## config.mk

```make
export PLATFORM = sky130hd
export DESIGN_NAME = pipe_scoreboard
export DESIGN_NICKNAME = d
export VERILOG_FILES = /design/src/rtl/pipe_scoreboard.sv
export SDC_FILE = /design/constraint.sdc
export NUM_CORES = 1
export LEC_CHECK = 0
export BUFFER_PORTS_ARGS = -buffer_cell sky130_fd_sc_hd__buf_2
export CAP_MARGIN = 30
export CORE_UTILIZATION = 51
export CTS_BUF_LIST = sky130_fd_sc_hd__clkbuf_8
export DETAILED_ROUTE_END_ITERATION = 7
export PLACE_DENSITY_LB_ADDON = 0.2
export SETUP_SLACK_MARGIN = 0.2
export SLEW_MARGIN = 10
export SYNTH_ARGS = -nofsm -noshare
export SYNTH_HDL_FRONTEND = slang
export SYNTH_SLANG_ARGS = --single-unit
```

## constraint.sdc

```tcl
create_clock -name clk -period 2.6 [get_ports clk]
set_input_delay 0.26 -clock clk [delete_from_list [all_inputs] [get_ports clk]]
set_output_delay 0.26 -clock clk [all_outputs]
set_load 0.02 [all_outputs]
```

## src/rtl/pipe_scoreboard.sv

```systemverilog
// rtl/pipe_scoreboard.sv - in-flight write scoreboard with stall/forward select for the MIPS pipeline
module pipe_scoreboard #(
    parameter int NREG   = 32,
    parameter int RW     = 5,
    parameter int DEPTH  = 3,
    parameter int FWD_EN = 1,
    parameter int SW     = 2,
    parameter int CW     = 32
) (
    input  logic            clk,
    input  logic            rst,
    input  logic            id_valid,
    input  logic [RW-1:0]   id_rs,
    input  logic [RW-1:0]   id_rt,
    input  logic            id_use_rs,
    input  logic            id_use_rt,
    input  logic            id_wr_en,
    input  logic [RW-1:0]   id_rd,
    input  logic            id_is_load,
    input  logic            flush,
    output logic            stall,
    output logic [SW-1:0]   fwd_rs,
    output logic [SW-1:0]   fwd_rt,
    output logic [NREG-1:0] busy,
    output logic [CW-1:0]   stall_cnt
);

    // slot 0 = EX, slot DEPTH-1 = WB
    logic [DEPTH-1:0] slot_valid;
    logic [DEPTH-1:0] slot_load;
    logic [RW-1:0]    slot_rd [DEPTH];

    logic [DEPTH-1:0] nxt_valid;
    logic [DEPTH-1:0] nxt_load;
    logic [RW-1:0]    nxt_rd [DEPTH];
    logic [NREG-1:0]  nxt_busy;

    logic             issue;
    logic [SW:0]      rs_res;
    logic [SW:0]      rt_res;

    // Youngest-writer lookup for one source; returns {stall_request, forward_select}
    function automatic logic [SW:0] lookup(input logic use_r, input logic [RW-1:0] r);
        logic          hit;
        int            idx;
        logic          st;
        logic [SW-1:0] f;
        hit = 1'b0;
        idx = 0;
        // Scan oldest to youngest so the lowest matching slot wins
        for (int k = DEPTH - 1; k >= 0; k--) begin
            if (use_r && (r != '0) && slot_valid[k] && (slot_rd[k] == r)) begin
                hit = 1'b1;
                idx = k;
            end
        end
        if (FWD_EN != 0) begin
            st = hit && (idx == 0) && slot_load[0];
            f  = hit ? SW'(idx + 1) : '0;
        end else begin
            st = hit;
            f  = '0;
        end
        return {st, f};
    endfunction

    // Hazard decision for both decode sources; zero while reset is held
    always_comb begin
        rs_res = lookup(id_use_rs, id_rs);
        rt_res = lookup(id_use_rt, id_rt);
        stall  = rst && id_valid && !flush && (rs_res[SW] || rt_res[SW]);
        fwd_rs = rst ? rs_res[SW-1:0] : '0;
        fwd_rt = rst ? rt_res[SW-1:0] : '0;
        issue  = id_valid && !stall && !flush && id_wr_en && (id_rd != '0);
    end

    // Next slot contents: shift toward WB, squash ID/EX on flush, derive busy bitmap
    always_comb begin
        nxt_valid[0] = issue;
        nxt_rd[0]    = id_rd;
        nxt_load[0]  = id_is_load;
        for (int k = 1; k < DEPTH; k++) begin
            nxt_valid[k] = slot_valid[k-1] && !(flush && (k == 1));
            nxt_rd[k]    = slot_rd[k-1];
            nxt_load[k]  = slot_load[k-1];
        end
        nxt_busy = '0;
        for (int k = 0; k < DEPTH; k++) begin
            for (int r = 1; r < NREG; r++) begin
                if (nxt_valid[k] && (nxt_rd[k] == RW'(r))) begin
                    nxt_busy[r] = 1'b1;
                end
            end
        end
    end

    // Slot shift register, busy bitmap and saturating stall counter
    always_ff @(posedge clk or negedge rst) begin
        if (!rst) begin
            slot_valid <= '0;
            slot_load  <= '0;
            for (int k = 0; k < DEPTH; k++) begin
                slot_rd[k] <= '0;
            end
            busy      <= '0;
            stall_cnt <= '0;
        end else begin
            slot_valid <= nxt_valid;
            slot_load  <= nxt_load;
            for (int k = 0; k < DEPTH; k++) begin
                slot_rd[k] <= nxt_rd[k];
            end
            busy <= nxt_busy;
            if (stall && (stall_cnt != '1)) begin
                stall_cnt <= stall_cnt + 1'b1;
            end
        end
    end

endmodule

```

Yosys cells after proc, flatten, opt, wreduce, memory -nomap -nowiden --
Index checks and enable logic that the tools add are counted.
Word-level totals: output and inout port bits 69, register bits after elaboration 82, input port bits 23, word-level logic and storage cells 347
Operators by class: eq/ne operators 100, add/subtract/negate cells 3, reductions and logical operators 128, muxes and demuxes 109
Operators with widths (number):
- 5-bit equality test, second input constant | 48
- 5-bit by 4-bit equality test with 1-bit output, second input constant | 24
- 1-bit logical AND | 120
- 1-bit two-way mux | 99
- 32-bit logical NOT | 2
- 32-bit two-way mux | 2
- 5-bit by 3-bit equality test with 1-bit output, second input constant | 12
- 32-bit by 1-bit adder with 32-bit output, second input constant | 1
- 32-bit != test, second input constant | 1
- 5-bit by 2-bit equality test with 1-bit output, second input constant | 6
- 5-bit equality test | 6
- 2-bit two-way mux | 8
- 5-bit by 1-bit equality test with 1-bit output, second input constant | 3
- 5-bit nonzero test | 3
- 2-bit adder, second input constant | 2
- 1-bit logical NOT | 2
- 1-bit logical OR | 1

Depth between registers and ports, before layout --
word-level depth 21, gate-level depth with buffers 12, mapped depth without buffers 11

Worst setup path before layout --
Ideal clock, no wire load.
path type input to register, start input id_rs[1], end register stall_cnt[17], cell stages on the path 11, required time 2.470 ns, buffers on the path 0, setup time 0.130 ns, path slack -0.029 ns, arrival 2.499 ns, cell sequence or4_1 -> o21a_1 -> nand4_1 -> nand2b_1 -> nand2b_1 -> ha_1 -> inv_1 -> a31oi_2 -> o211ai_4 -> or4_1 -> xnor2_1
Between the ends: longest elaborated chain between the ends 13, elaborated cells on any way between the ends 23, classes of those cells eq/ne (3); mux (6); reduce/logical (14)
RTL lines:
- from (decl) | RTL line 13 | input logic [RW-1:0] id_rs,
- 5-bit nonzero test | RTL line 52 | if (use_r && (r != '0) && slot_valid[k] && (slot_rd[k] == r)) begin
- 1-bit logical AND (3 in a row) | RTL line 52
- 2-bit two-way mux (3 in a row) | RTL line 52
- 32-bit logical NOT | RTL line 58 | st = hit && (idx == 0) && slot_load[0];
- 1-bit logical AND * (2 in a row) | RTL line 58
- 1-bit logical OR * | RTL line 71 | stall = rst && id_valid && !flush && (rs_res[SW] || rt_res[SW]);
- 1-bit logical AND * | RTL line 71
- 1-bit logical AND * | RTL line 114 | if (stall && (stall_cnt != '1)) begin
- to (signal assigned) | RTL line 115 | stall_cnt <= stall_cnt + 1'b1;
- to (decl) | RTL line 25 | output logic [CW-1:0] stall_cnt
Every way passes the cells marked *; elsewhere a longest branch is shown, timed or not. A chain may end at the register's enable or synchronous reset.

Worst setup path in the final report --
start register slot_rd, in the netlist nxt_rd[1], end register stall_cnt[17]
Between the ends: longest elaborated chain between the ends 10, elaborated cells on any way between the ends 21, classes of those cells eq/ne (2); mux (8); reduce/logical (11)
RTL lines:
- from (decl) | RTL line 31 | logic [RW-1:0] slot_rd [DEPTH];
- from (signal, indexed assignment) | RTL line 111 | slot_rd[k] <= nxt_rd[k];
- 5-bit equality test | RTL line 52
- 1-bit logical AND | RTL line 52
- 2-bit two-way mux or 32-bit two-way mux (tied branches) (2 in a row) | RTL line 52
- 32-bit logical NOT | RTL line 58
- 1-bit logical AND (2 in a row) | RTL line 58
- 1-bit logical OR * | RTL line 71
- 1-bit logical AND * | RTL line 71
- 1-bit logical AND * | RTL line 114
Marks and branches as above.

==> flow_metrics.env <==
export IMPL_via_per_inst=5.888
export IMPL_diodes=0
export IMPL_drt_pass1_iter_count=6
export IMPL_num_vias=3851
export IMPL_clk_latency_ns=0.35
export IMPL_die_w_um=92.55
export IMPL_ys_warn_count=0
export IMPL_portBuffers=90
export IMPL_fin_ws_ns=-0.1935
export IMPL_synth_area_um2=4182
export IMPL_endpoint_kind="register"
export IMPL_skew_ns=0.01341
export IMPL_ys_ff_latch=82
export IMPL_layout_drive_gt1_share_pct=44.57
export IMPL_leakagePower_uw=0.002927
export IMPL_critPathArrivalTime_ns=3.02
export IMPL_synth_net_count=436
export IMPL_path_clk_slew_ns=0.08
export IMPL_die_area_um2=8566
export IMPL_rsz0062_at_grt="true"
export IMPL_startpoint="nxt_rd[1]"
export IMPL_cp_start_kind="register"
export IMPL_failed_checks="setup timing"
export IMPL_pin_count=92
export IMPL_yosysSeqAreaShare_pct=49.07
export IMPL_powerDensity_nw_per_um2=425.1
export IMPL_htree_levels=3
export IMPL_grt_pass1_vias=3872
export IMPL_ff2ff_path_depth=12
export IMPL_dp_cells=618
export IMPL_status="finished, violations left"
export IMPL_post_route_period_util_pct=107.4
export IMPL_start_util_pct=53.28
export IMPL_root_buffer="clkbuf_8"
export IMPL_cts_buffers=9
export IMPL_crit_chain="xor2_1, nor4_2, nand4_1, nand2b_4, nand2b_4, ha_4, inv_2, a31oi_4, buf_6, o211ai_4, or4_4, xnor2_2"
export IMPL_r2r_slack_ns=-0.19
export IMPL_drt_total_wl_um=11900
export IMPL_min_path_cells=1
export IMPL_place_area_um2=4982
export IMPL_crit_path_end="stall_cnt[17]"
export IMPL_final_max_slew_viol_count=0
export IMPL_clock_path_buffers=2
export IMPL_synth_cell_type_count=46
export IMPL_fin_crit_ns=2.793
export IMPL_cap_viol_max_count=0
export IMPL_pre_cts_slack_ns=-0.1682
export IMPL_avgSynthCellArea_um2=10.20
export IMPL_areaGrowthSynthToFinish_pct=42.55
export IMPL_fin_cells=654
export IMPL_timing_fmax_mhz=358.0
export IMPL_grt_pass1_wl_um=19220
export IMPL_reg2reg_to="stall_cnt[17]"
export IMPL_utilization_pct=75.96
export IMPL_slew_headroom_pct=45.61
export IMPL_grt_max_degree=55
export IMPL_cpPeakStageDelay_ns=0.54
export IMPL_cp_slowest_cell="or4_4"
export IMPL_cts_sinks=82
export IMPL_placementRows=32
export IMPL_overflow=0
export IMPL_final_area_um2=5961
export IMPL_drt_iter0_drc=181
export IMPL_dp_hpwl_um=8028
export IMPL_setup_violations_final=54
export IMPL_gp_congestion=0.9336
export IMPL_timing_rr_start="nxt_rd[1]"
export IMPL_crit_top_cell="nand2b_4"
export IMPL_grtUsageTotal_pct=28.90
export IMPL_worst_ep_required_time_ns=2.83
export IMPL_synth_cells=410
export IMPL_drc=0
export IMPL_path_class="register to register"
export IMPL_ir_drop_mv=0.3725
export IMPL_finalHoldViolCount=0
export IMPL_min_path_type="input port to register"
export IMPL_crit_fanout=3
export IMPL_cts_tree="yes"
export IMPL_wire_per_inst_um=18.20
export IMPL_antenna_found_initial=0
export IMPL_coreArea_um2=7848
export IMPL_postRouteAntennaNets=0
export IMPL_nets=573
export IMPL_tightest_slew_ns=0.8159
export IMPL_die_h_um=92.55
==> kinds of logic after synthesis <==
kind of cell    count (synthesis)  synth area share (%)
simple gates                  166                 21.54
flops                          82                 49.07
compound gates                 70                 12.36
xor+xnor                       61                 12.78
buf+inv                        26                 2.992
fa+ha+maj                       3                0.8978
other cells                     1               0.08968
mux                             1                0.2693
==> report_power, final <==
| part | switching [uW] | total [uW] | leakage [uW] | internal [uW] |
|---|---|---|---|---|
| combinational | 160 | 248 | 0.00174 | 88.2 |
| clock | 492 | 974 | 0.000104 | 482 |
| sequential | 19.0 | 1310 | 0.00109 | 1290 |
==> how the worst min path moves through the flow <==
stage                   from      endpoint
floorplan                rst      busy[10]
global placement         rst  stall_cnt[4]
detailed placement       rst  stall_cnt[4]
CTS                 id_rd[1]     nxt_rd[6]
global route        id_rd[2]     nxt_rd[7]
finish              id_rd[1]     nxt_rd[6]
==> metal layers <==
| metal | vias to the layer above | track usage, % | part of all wire [%] |
|---|---|---|---|
| li1 | 1759 | - | - |
| met1 | 1894 | 36.49 | 41 |
| met2 | 165 | 50.00 | 51 |
| met3 | 33 | 3.859 | 5.5 |
| met4 | 0 | 11.59 | 2.5 |
| met5 | - | 0 | 0 |
==> layout make-up <==
class                      count  area [um2]
fill                         538        1887
tap                          102       127.6
clock inverter                 6       72.57
inverter                       8       30.03
timing repair buffer         143       937.1
clock buffer                  10       137.6
sequential                    82        2058
multi-input combinational    303        2597
==> state kept, by name, summed over array words and instances, names as in the netlist <==
register / flops
stall_cnt: 32
nxt_rd: 10
busy: 31
slot_valid: 3
slot_rd: 5
slot_load: 1
==> stage by stage <==
| step | power (uW) | setup TNS (ns) | hold WS (ns) |
|---|---|---|---|
| after floorplan | 1434 | -0.008280 | -0.03559 |
| after global placement | 1534 | -0.7778 | 0.3130 |
| after detailed placement | 1542 | -3.459 | 0.3145 |
| after CTS | 2526 | -0.4006 | 0.1070 |
| after global routing | 2617 | -9.638 | 0.1203 |
| final | 2534 | -3.588 | 0.1167 |
==> layout by cell type, fill, tap and decap left out, types with 11 or more instances in the layout <==
cell type  synthesis  routed
xor2_1            50      50
nand2_1           31      31
a22oi_1           23      23
buf_4              4      41
buf_2              3      86
nor2b_1           12      12
buf_6              1      11
nand4_1           13      13
o21ai_2            1      18
nor2_1            25      19
dfrtp_1           82      77
nand3_1           18      17
==> repair_timing <==
item                                   4_1_cts  5_1_grt
endpoints found under the hold margin       29        0
hold buffers                                 2        0
gates resized for setup                     92       47
setup endpoints to repair                   66       68
setup buffers                               13        4
pin swaps                                   34       34
gates cloned                                 0        1
==> synth_stat cells (all sizes together) <==
cell | n | area [um2]
dfrtp | 82 | 2052
xor2 | 50 | 437.9
nand2 | 32 | 122.6
nor2 | 25 | 93.84
a22oi | 23 | 172.7
nor3 | 21 | 105.1
o21ai | 20 | 103.9
nand3 | 18 | 90.09
nand4 | 14 | 102.6
nor4 | 14 | 106.4
buf | 12 | 71.31
nor2b | 12 | 75.07
o31ai | 12 | 90.09
nand2b | 11 | 68.82
xnor2 | 11 | 96.34
inv | 8 | 30.03
a32oi | 7 | 61.31
clkbuf | 6 | 23.77
and3 | 4 | 25.02
a31oi | 3 | 40.04
and2 | 3 | 18.77
and4 | 3 | 26.28
ha | 3 | 37.54
or4 | 3 | 22.52
nor3b | 2 | 15.01
o21a | 2 | 15.01
a21boi | 1 | 7.510
a21oi | 1 | 5.000
conb | 1 | 3.750
mux2 | 1 | 11.26
nand3b | 1 | 7.510
nand4b | 1 | 8.760
o211ai | 1 | 21.27
or2 | 1 | 6.260
or3 | 1 | 6.260
==> worst max-delay path, delay by kind of cell (launching register included) <==
kind / cells / cell delay, ns
flops: 1 / 0.44
simple gates: 5 / 1.37
buf+inv: 2 / 0.17
xor+xnor: 2 / 0.30
compound gates: 2 / 0.28
fa+ha+maj: 1 / 0.11
Power figures use the tool's default switching activity.
